## config.mk

```make
export PLATFORM = sky130hd
export DESIGN_NAME = button_conditioner
export DESIGN_NICKNAME = d
export VERILOG_FILES = /design/src/rtl/button_conditioner.sv
export SDC_FILE = /design/constraint.sdc
export NUM_CORES = 1
export LEC_CHECK = 0
export CORE_MARGIN = 2
export CORE_UTILIZATION = 41
export DETAILED_ROUTE_END_ITERATION = 6
export PLACE_DENSITY = 0.67
export REMOVE_ABC_BUFFERS = 1
export SLEW_MARGIN = 10
export SYNTH_ARGS = -nofsm -noshare
export SYNTH_HDL_FRONTEND = slang
export SYNTH_SLANG_ARGS = --single-unit
export TNS_END_PERCENT = 50
```

## constraint.sdc

```tcl
create_clock -name clk_clk -period 4.16 [get_ports clk_clk]
set_input_delay 0.832 -clock clk_clk [delete_from_list [all_inputs] [get_ports clk_clk]]
set_output_delay 0.832 -clock clk_clk [all_outputs]
set_load 0.01 [all_outputs]
```

## src/rtl/button_conditioner.sv

```systemverilog
// button_conditioner
// Front end for the push-button PIO. Each raw active-low key is passed
// through a two-flop synchroniser, debounced by a consecutive-sample counter
// and tracked by a small per-button FSM that emits single-cycle press,
// release, long-press and (optionally) auto-repeat strobes.
//
// Optional feature: define BUTTON_CONDITIONER_AUTO_REPEAT_EN to enable the
// auto-repeat strobe in the HELD state. Without it repeat_pulse is tied low.
//
// Handshake/timing contract: there is no valid/ready handshake here. Every
// output is a registered level or a one-cycle strobe. btn_level_n and the
// matching press_pulse/release_pulse change on the same clock edge, and at
// most one strobe per button is high in any cycle (release has priority).
//
// FSM state per button is held in the `state` array (IDLE/PRESSED/HELD) so
// checkers can bind to it hierarchically.

module button_conditioner #(
  parameter int N_BUTTONS       = 2,
  parameter int DEBOUNCE_CYCLES = 500000,
  parameter int LONG_CYCLES     = 50000000,
  parameter int REPEAT_CYCLES   = 10000000
) (
  input  logic                 clk_clk,
  input  logic                 reset_reset,
  input  logic [N_BUTTONS-1:0] btn_raw_n,
  output logic [N_BUTTONS-1:0] btn_level_n,
  output logic [N_BUTTONS-1:0] press_pulse,
  output logic [N_BUTTONS-1:0] release_pulse,
  output logic [N_BUTTONS-1:0] long_pulse,
  output logic [N_BUTTONS-1:0] repeat_pulse
);

  // Debounce counter only ever needs to count up to DEBOUNCE_CYCLES.
  localparam int DW = $clog2(DEBOUNCE_CYCLES + 1);

  // One hold counter serves both the long-press and the repeat timing.
  localparam int HOLD_MAX = (LONG_CYCLES > REPEAT_CYCLES) ? LONG_CYCLES : REPEAT_CYCLES;
  localparam int HW       = $clog2(HOLD_MAX + 1);

  // Terminal values: an event fires on the edge where the counter would
  // reach the configured length, so compare against length-1.
  localparam logic [DW-1:0] DEB_LAST  = DW'(DEBOUNCE_CYCLES - 1);
  localparam logic [HW-1:0] LONG_LAST = HW'(LONG_CYCLES - 1);
  localparam logic [HW-1:0] HOLD_SAT  = HW'(HOLD_MAX);
`ifdef BUTTON_CONDITIONER_AUTO_REPEAT_EN
  localparam logic [HW-1:0] REP_LAST  = HW'(REPEAT_CYCLES - 1);
`endif

  // Per-button FSM encoding.
  localparam logic [1:0] ST_IDLE    = 2'd0;
  localparam logic [1:0] ST_PRESSED = 2'd1;
  localparam logic [1:0] ST_HELD    = 2'd2;

  // Synchroniser stages.
  logic [N_BUTTONS-1:0] sync1;
  logic [N_BUTTONS-1:0] sync2;

  // Debounce state: btn_level_n itself is the registered stable level.
  logic [DW-1:0]        deb_cnt  [N_BUTTONS];
  logic [N_BUTTONS-1:0] disagree;
  logic [N_BUTTONS-1:0] accept;
  logic [N_BUTTONS-1:0] accept_press;
  logic [N_BUTTONS-1:0] accept_release;

  // Per-button FSM state and hold counter.
  logic [1:0]           state    [N_BUTTONS];
  logic [HW-1:0]        hold_cnt [N_BUTTONS];

  // Saturating increment so the hold counter can never wrap.
  function automatic logic [HW-1:0] sat_inc(input logic [HW-1:0] value);
    if (value == HOLD_SAT) begin
      sat_inc = value;
    end else begin
      sat_inc = value + HW'(1);
    end
  endfunction

  // Two-flop synchroniser; idles at 1 (released) out of reset.
  always_ff @(posedge clk_clk) begin
    if (reset_reset) begin
      sync1 <= '1;
      sync2 <= '1;
    end else begin
      sync1 <= btn_raw_n;
      sync2 <= sync1;
    end
  end

  // Decide, per button, whether this edge accepts a new level.
  always_comb begin
    disagree       = '0;
    accept         = '0;
    accept_press   = '0;
    accept_release = '0;
    for (int i = 0; i < N_BUTTONS; i++) begin
      disagree[i]       = sync2[i] ^ btn_level_n[i];
      accept[i]         = disagree[i] && (deb_cnt[i] == DEB_LAST);
      accept_press[i]   = accept[i] && !sync2[i];
      accept_release[i] = accept[i] &&  sync2[i];
    end
  end

  // Debounce: count consecutive disagreeing samples, flip the stable level
  // once DEBOUNCE_CYCLES of them have been seen, clear on any agreement.
  always_ff @(posedge clk_clk) begin
    if (reset_reset) begin
      btn_level_n <= '1;
      for (int i = 0; i < N_BUTTONS; i++) begin
        deb_cnt[i] <= '0;
      end
    end else begin
      for (int i = 0; i < N_BUTTONS; i++) begin
        if (!disagree[i]) begin
          deb_cnt[i] <= '0;
        end else if (accept[i]) begin
          btn_level_n[i] <= sync2[i];
          deb_cnt[i]     <= '0;
        end else begin
          deb_cnt[i] <= deb_cnt[i] + DW'(1);
        end
      end
    end
  end

`ifdef BUTTON_CONDITIONER_AUTO_REPEAT_EN
  // Per-button event FSM with auto-repeat while held.
  always_ff @(posedge clk_clk) begin
    if (reset_reset) begin
      press_pulse   <= '0;
      release_pulse <= '0;
      long_pulse    <= '0;
      repeat_pulse  <= '0;
      for (int i = 0; i < N_BUTTONS; i++) begin
        state[i]    <= ST_IDLE;
        hold_cnt[i] <= '0;
      end
    end else begin
      press_pulse   <= '0;
      release_pulse <= '0;
      long_pulse    <= '0;
      repeat_pulse  <= '0;
      for (int i = 0; i < N_BUTTONS; i++) begin
        case (state[i])
          ST_IDLE: begin
            if (accept_press[i]) begin
              press_pulse[i] <= 1'b1;
              hold_cnt[i]    <= '0;
              state[i]       <= ST_PRESSED;
            end
          end
          ST_PRESSED: begin
            // Release is checked first so it wins over a due long event.
            if (accept_release[i]) begin
              release_pulse[i] <= 1'b1;
              state[i]         <= ST_IDLE;
            end else if (hold_cnt[i] == LONG_LAST) begin
              long_pulse[i] <= 1'b1;
              hold_cnt[i]   <= '0;
              state[i]      <= ST_HELD;
            end else begin
              hold_cnt[i] <= sat_inc(hold_cnt[i]);
            end
          end
          ST_HELD: begin
            // Hold counter restarts after long and after every repeat.
            if (accept_release[i]) begin
              release_pulse[i] <= 1'b1;
              state[i]         <= ST_IDLE;
            end else if (hold_cnt[i] == REP_LAST) begin
              repeat_pulse[i] <= 1'b1;
              hold_cnt[i]     <= '0;
            end else begin
              hold_cnt[i] <= sat_inc(hold_cnt[i]);
            end
          end
          default: begin
            state[i]    <= ST_IDLE;
            hold_cnt[i] <= '0;
          end
        endcase
      end
    end
  end
`else
  // Per-button event FSM; HELD only waits for release.
  always_ff @(posedge clk_clk) begin
    if (reset_reset) begin
      press_pulse   <= '0;
      release_pulse <= '0;
      long_pulse    <= '0;
      for (int i = 0; i < N_BUTTONS; i++) begin
        state[i]    <= ST_IDLE;
        hold_cnt[i] <= '0;
      end
    end else begin
      press_pulse   <= '0;
      release_pulse <= '0;
      long_pulse    <= '0;
      for (int i = 0; i < N_BUTTONS; i++) begin
        case (state[i])
          ST_IDLE: begin
            if (accept_press[i]) begin
              press_pulse[i] <= 1'b1;
              hold_cnt[i]    <= '0;
              state[i]       <= ST_PRESSED;
            end
          end
          ST_PRESSED: begin
            // Release is checked first so it wins over a due long event.
            if (accept_release[i]) begin
              release_pulse[i] <= 1'b1;
              state[i]         <= ST_IDLE;
            end else if (hold_cnt[i] == LONG_LAST) begin
              long_pulse[i] <= 1'b1;
              hold_cnt[i]   <= '0;
              state[i]      <= ST_HELD;
            end else begin
              hold_cnt[i] <= sat_inc(hold_cnt[i]);
            end
          end
          ST_HELD: begin
            if (accept_release[i]) begin
              release_pulse[i] <= 1'b1;
              state[i]         <= ST_IDLE;
            end
          end
          default: begin
            state[i]    <= ST_IDLE;
            hold_cnt[i] <= '0;
          end
        endcase
      end
    end
  end

  // Auto-repeat compiled out.
  assign repeat_pulse = '0;
`endif

endmodule
```

Word-level counts from Yosys, hierarchy flattened

Memory sizes are Yosys's and may differ from the RTL's.
Index checks and enable logic that the tools add are counted.

Add/sub/neg operators: 4
Eq/ne operators: 10
Mux-type cells: 106
Bitwise gates (word level): 28
Reduce and logical (&&, ||, !) cells: 18

Operators by type and width:

| operator                | number |
|---|---|
| $mux W26                | 18 |
| $mux W19                | 6 |
| $eq A26 B26 Y1 const B  | 4 |
| $mux W1                 | 72 |
| $add A26 B1 Y26 const B | 2 |
| $add A19 B1 Y19 const B | 2 |
| $eq A19 B19 Y1 const B  | 2 |
| $or A1 B1 Y1            | 24 |
| $mux W2                 | 10 |
| $reduce_or A2 Y1        | 4 |
| $logic_and A1 B1 Y1     | 6 |
| $reduce_or A3 Y1        | 2 |
| $eq A2 B1 Y1 const B    | 2 |
| $eq A2 B2 Y1 const B    | 2 |
| $logic_not A2 Y1        | 2 |
| $reduce_and A2 Y1       | 2 |
| $logic_not A1 Y1        | 2 |
| $not A1 Y1              | 2 |
| $xor A1 B1 Y1           | 2 |

Register bits: 12
Bits in writable memories: 94
Input port bits: 4
Output and inout bits: 10
Word-level logic and storage cells: 177
Memories kept: 3

Memory list:

| memory   | depth | width | read ports | clocked after Yosys merged registers in | write ports | line | RTL |
|---|---|---|---|---|---|---|---|
| hold_cnt | 2     | 26    | 2          | 0                                       | 2           | 68   | `logic [HW-1:0] hold_cnt [N_BUTTONS];` |
| deb_cnt  | 2     | 19    | 2          | 0                                       | 2           | 60   | `logic [DW-1:0] deb_cnt [N_BUTTONS];` |
| state    | 2     | 2     | 2          | 0                                       | 2           | 67   | `logic [1:0] state [N_BUTTONS];` |

Longest topological paths before layout

Gate-level depths: netlist of run 1.
An unclocked memory read counts as a cell.

Depth after elaboration: 13
Gate-level depth with buffers: 8
Depth with buffers taken out: 8

Worst setup path before layout of run 1

No wires, ideal clock.

Path kind: reg-to-reg
Start point: mem deb_cnt[0][11] (netlist name)
End point: mem hold_cnt[0][0] (netlist name), enable pin
Setup time: 0.421 ns
Arrival: 2.931 ns
Data required time: 3.739 ns
Setup slack: 0.808 ns
Cell stages (with the launch flop): 6
Buffers on the path: 0
Clock period less this slack: 3.352 ns
Cells stage by stage: edfxtp_1 > or4b_4 > nor3_4 > nand3_1 > nand2_1 > mux2i_1

RTL lines:

| element         | line |
|---|---|
| start, declared | 60 |
| end, declared   | 68 |

==> results of run 1 <==
layout make-up:
| type | instances | area, sq um |
|---|---|---|
| inverters | 20 | 75.1 |
| repair buffers | 14 | 133 |
| flip-flops and latches | 106 | 3050 |
| multi-input cells | 448 | 2700 |
| fillers | 1348 | 7330 |
| well taps | 180 | 225 |
| clock buffers | 16 | 262 |
power by group:
group / switching [mW] / internal [mW] / total, mW
Sequential: 0.0482 / 1.20 / 1.25
Combinational: 0.0538 / 0.0401 / 0.0938
Clock: 0.358 / 0.424 / 0.782
Total: 0.460 / 1.66 / 2.12
path summary, 6_finish.rpt:
| path | cells past startpoint | end |
|---|---|---|
| hold reg to reg | 1 | sync2[1] |
| setup reg to reg | 6 | hold_cnt[0][3] |
| hold / removal | 1 | sync2[1] |
| setup / recovery | 7 | hold_cnt[1][5] |
registers in the layout, summed over array words and instances (netlist names):
| signal | flops |
|---|---|
| sync1 | 2 |
| btn_level_n | 2 |
| state | 4 |
| press_pulse | 2 |
| deb_cnt | 38 |
| hold_cnt | 52 |
| long_pulse | 2 |
| sync2 | 2 |
| release_pulse | 2 |
logic make-up (layout without fill, tap and decap cells):
logic type	count (synthesis)	after routing	synth area share
DFF	106	106	0.530
adders and majority gates	14	14	0.0304
other	2	40	0.00130
xor gates and xnor gates	84	84	0.128
muxes	2	2	0.00348
AOI/OAI and AO/OA	12	12	0.0152
buffers and inverters	35	50	0.0276
and+or+nand+nor	296	296	0.264
routing by layer:
layer  global-route usage  vias up  wire length (um)
met5                    0        -                 0
met4               0.0431        0                91
met3               0.0465        6               330
met2                0.249       38              5030
met1                0.183     1906              4790
li1                     -     1989                 -
worst reg2reg max path, stage by stage (launching register included):
cell	delay, ps
edfxtp_1	440
ha_1	240
nand3_1	140
or2_2	370
nor4_1	390
a211o_1	740
nor2_1	140
cell usage in the layout, fill, tap and decap left out, types with 4 or more instances in the layout:
cell type	count
clkdlybuf4s50_1	11
and4_1	10
nor4_2	4
ha_1	14
and2_1	4
and3_1	14
nor4_1	6
edfxtp_1	93
nand4_1	21
nand2_1	31
or2_2	6
inv_1	20
conb_1	40
xnor2_1	38
nor2b_1	7
clkbuf_16	9
nor2_1	114
dfxtp_1	13
clkbuf_1	6
nor3_1	15
nand3_1	42
xor2_1	46
a21oi_1	4
==> results.txt, run 1 <==
Outcome -> finished clean
Vias in the first global route -> 3,832
Hold path start -> sync1[1]
Post-synthesis cell type count -> 45
F_max -> 365 MHz
GRT Total Usage -> 0.148
Max-cap violations -> 0
WP data required -> 4180 ps
VDD IR max -> 0.000243 V
Placed Cells -> 768
Final WL -> 10.2 mm
Die height -> 122 um
Clock skew -> 5.60 ps
Clock latency on the worst-skew pair -> 350 ps
Max H-tree Level -> 3
Critical Path End Type -> flop
Root buffer cell -> clkbuf_16
Area delta synth->final -> 11.9%
Hold_ws -> 410 ps
Crit-path max FO -> 26
Die area -> 15,000 sq um
Final Cycle Share -> 0.658
Yosys warns -> 0
Syn Inst Count -> 551
Via/cell ratio -> 5.02
Hpwl dp -> 7.17 mm
Worst Tran Pin Value -> 931 ps
Wire length per cell -> 13.1 um
RSZ-0062 raised after global routing -> false
Global-route wire length before repair -> 17.4 mm
Final Hold Viols -> 0
Post-place setup slack -> 1020 ps
CTS Hold Bufs -> 0
Synth area leader -> edfxtp_1
Critical Path Start -> reset_reset
Async S/R FF share, synth -> 0
Worst path bufs/invs -> 3
Clk buf depth -> 2
Setup TNS -> 0 ps
Register clock-pin slew on the reported worst setup and hold paths -> 60 ps
Post-CTS setup buffers -> 0
Antenna Nets Post-Route -> 0
Slew Limit Headroom -> 0.374
Area after DPL -> 6180 sq um
Global route total overflow -> 0
Final slew viol count -> 0
Mapped Area -> 5760 sq um
Ranking of synthesized cells by area -> edfxtp_1, nor2_1, xor2_1
Row count -> 43
Crit Path Category -> in -> reg
Layout cells sized above 1 -> 0.0480
Top-area cell type share of the netlist area -> 0.485
Largest net degree at the start of global routing -> 27
Starting Density -> 0.418
Port Buffers -> 11
Most common cell in the netlist -> nor2_1
CTS sink count -> 106
CTS buffer count -> 9
Final cell count without fillers -> 784
DRT iter0 DRCs -> 262
Drt drc -> 0
Average size of a mapped cell -> 10.4 sq um
Final nets -> 617
Worst setup margin -> 1420 ps
Commonest cells post-synth -> nor2_1, edfxtp_1, xor2_1
Top Ports -> 14
Routability cong. -> 0.738
Fin area -> 6440 sq um
DRT Pass-1 Iters -> 4
Worst reg2reg path startpoint -> hold_cnt[0][0]
Core area -> 13,800 sq um
PostCTS Resize Cnt -> 0
Worst hold path type -> reg -> reg
Post-synth EDFFs -> 93
Fin crit period -> 2740 ps
CP top delay family -> buffers and inverters
Crit-path cells -> clkdlybuf4s50_1, nor4bb_1, nand2_1, inv_1, nor3_1, mux2i_2, buf_4
CTS tree -> built
Slowest-stage cell, CP -> clkdlybuf4s50_1
Kind of start point of the critical path -> input port
Vias -> 3,939
Pleak -> 2.18 nW
Reg2reg setup slack -> 1420 ps
Initial antenna violation count -> 0
Die W -> 122 um
Design Power -> 2.12 mW
Antenna Cells -> 0
Top_reg_cell synth -> edfxtp_1
Worst Path Arrival -> 2760 ps
Synth Register Bits -> 106
Cell Pwr Density -> 330 nW/um^2
Number of setup violations in the final report -> 0
Register area share after synthesis -> 0.530
Final core utilization -> 0.468
Max stage delay on crit path -> 720 ps
(Power assumes the default switching activity.)
==> inputs of run 2 (changes only) <==
Settings changed: PLACE_DENSITY 0.67 to 0.69.
Clock period 4.16 ns to 2.3 ns, I/O delays scaled along.
==> results.txt, run 2 (synthesis gave the netlist of run 1 again) <==
Outcome -> finished clean
Global route total overflow -> 0
Top Ports -> 14
Clk buf depth -> 2
Initial antenna violation count -> 0
Via/cell ratio -> 4.93
Largest net degree at the start of global routing -> 27
Reg power frac -> 0.563
Drt drc -> 0
Wire length per cell -> 12.7 um
Reg2reg setup slack -> 50 ps
Vias -> 4,044
Slew Limit Headroom -> 0.670
Antenna Cells -> 0
Biggest regs -> hold_cnt: 52 flops, deb_cnt: 38 flops, state: 4 flops
Global-route wire length before repair -> 17.7 mm
Clock latency on the worst-skew pair -> 350 ps
Slowest-stage cell, CP -> or4b_4
WHS Path Cells -> 1
Clock skew -> 7.88 ps
CTS buffer count -> 9
Hold_ws -> 407 ps
Row count -> 43
Worst Path Arrival -> 2310 ps
Final Hold Viols -> 0
Port Buffers -> 11
Crit-path max FO -> 26
Layout cells sized above 1 -> 0.117
Die area -> 15,000 sq um
Final cell count without fillers -> 820
Max reg flops -> 52
Crit Path Category -> reg -> reg
Max-cap violations -> 0
Area after DPL -> 6500 sq um
Cell Pwr Density -> 585 nW/um^2
Pleak -> 2.40 nW
F_max -> 445 MHz
Hpwl dp -> 7.41 mm
Max H-tree Level -> 3
Most frequent cells in the layout -> nor2_1, edfxtp_1, xor2_1, nand3_1, conb_1
WP data required -> 2360 ps
Setup TNS -> 0 ps
Die W -> 122 um
VDD IR max -> 0.000415 V
Final WL -> 10.4 mm
Internal -> 3.10 mW
Hold path start -> sync1[0]
Vias in the first global route -> 4,007
Starting Density -> 0.418
RSZ-0062 raised after global routing -> true
Routability cong. -> 0.797
Design Power -> 3.98 mW
CTS sink count -> 106
CTS tree -> built
Biggest register -> hold_cnt
Register clock-pin slew on the reported worst setup and hold paths -> 70 ps
Final slew viol count -> 0
Worst reg2reg path startpoint -> deb_cnt[0][11]
GRT Total Usage -> 0.150
Kind of start point of the critical path -> flop
Antenna Nets Post-Route -> 0
Die height -> 122 um
Number of setup violations in the final report -> 0
Placed Cells -> 804
Sw frac -> 0.221
Worst r2r path cells -> 6
Clock Power Share -> 0.383
Fin area -> 6810 sq um
Root buffer cell -> clkbuf_16
Switching pwr -> 879 uW
Commonest non-fill, non-tap cell in the layout -> nor2_1
Worst Tran Pin Value -> 488 ps
Area delta synth->final -> 18.3%
Min-Delay Endpoint -> sync2[0]
Critical Path End Type -> flop
Gate power share -> 0.053
Crit-path cells -> or4b_4, nor3_4, nand2_2, o21a_1, mux2i_2, buf_12
Core area -> 13,800 sq um
Final nets -> 653
DRT iter0 DRCs -> 268
Worst hold path type -> reg -> reg
Max stage delay on crit path -> 560 ps
Fin crit period -> 2250 ps
Final Cycle Share -> 0.977
Worst R2R End -> hold_cnt[0][1]
DRT Pass-1 Iters -> 4
-- run 2: cell types whose count changed in the layout (fill, tap and decap cells not counted), moves of 2 or more --
| cell | change |
|---|---|
| buf_4 | +32 |
| clkbuf_1 | -5 |
| buf_12 | +4 |
| clkinv_2 | +3 |
| nor4_1 | -2 |
| nor4_2 | +2 |
-- run 2: timing repair --
action	in CTS	in global routing
hold buffers	0	0
setup endpoints to repair	0	54
setup buffers	0	0
resized for setup	0	6
-- run 2: cell type report --
| cell class | instances | area (sq um) |
|---|---|---|
| fill | 1292 | 6960 |
| sequential | 106 | 3050 |
| multi-input combinational | 448 | 2720 |
| timing repair buffer | 50 | 453 |
| clock buffer | 10 | 229 |
| tap | 180 | 225 |
| inverter | 20 | 75.1 |
| clock inverter | 6 | 57.6 |
-- run 2: per-stage QoR --
| stage | util | worst slack (ps) |
|---|---|---|
| after detailed placement | 0.472 | 72.5 |
| after CTS | 0.493 | 46.7 |
| final | 0.495 | 53.2 |
| after global placement | 0.472 | 87.3 |
| after global routing | 0.495 | -56.9 |
| after floorplan | - | -1050 |
-- run 2: power groups by stage --
stage	Combinational [mW]	Sequential, mW	Clock (mW)
CTS	0.211	2.24	1.57
floorplan	0.130	2.27	0
detailed placement	0.209	2.28	0
global placement	0.203	2.28	0
finish	0.213	2.24	1.53
global route	0.239	2.26	1.64
-- run 2: worst max-delay path: cells and delay by family, from the launching register on --
family,cells,cell delay [ps]
simple gates,3,920
buf+inv,1,220
flops,1,380
mux,1,220
compound gates,1,210
-- run 2: worst max path at each step --
stage / to / cells after the start / slack (ps) / from
3_3_place_gp: hold_cnt[0][14] / 6 / 90 / deb_cnt[0][11]
6_report: hold_cnt[0][1] / 6 / 50 / deb_cnt[0][11]
3_5_place_dp: hold_cnt[0][22] / 6 / 70 / deb_cnt[0][11]
5_1_grt: hold_cnt[0][21] / 6 / -60 / deb_cnt[0][9]
4_1_cts: hold_cnt[0][17] / 6 / 50 / deb_cnt[0][11]
2_1_floorplan: hold_cnt[0][0] / 5 / -1050 / deb_cnt[0][11]
-- run 2: metal layers --
layer  global-route usage  wire (um)  part of all wire  vias to the layer above
li1                     -          -                 -                     2063
met1                0.180       4770              0.46                     1938
met2                0.255       5200              0.50                       30
met3               0.0437        266             0.025                       13
met4               0.0560        201             0.019                        0
met5                    0          0                 0                        -
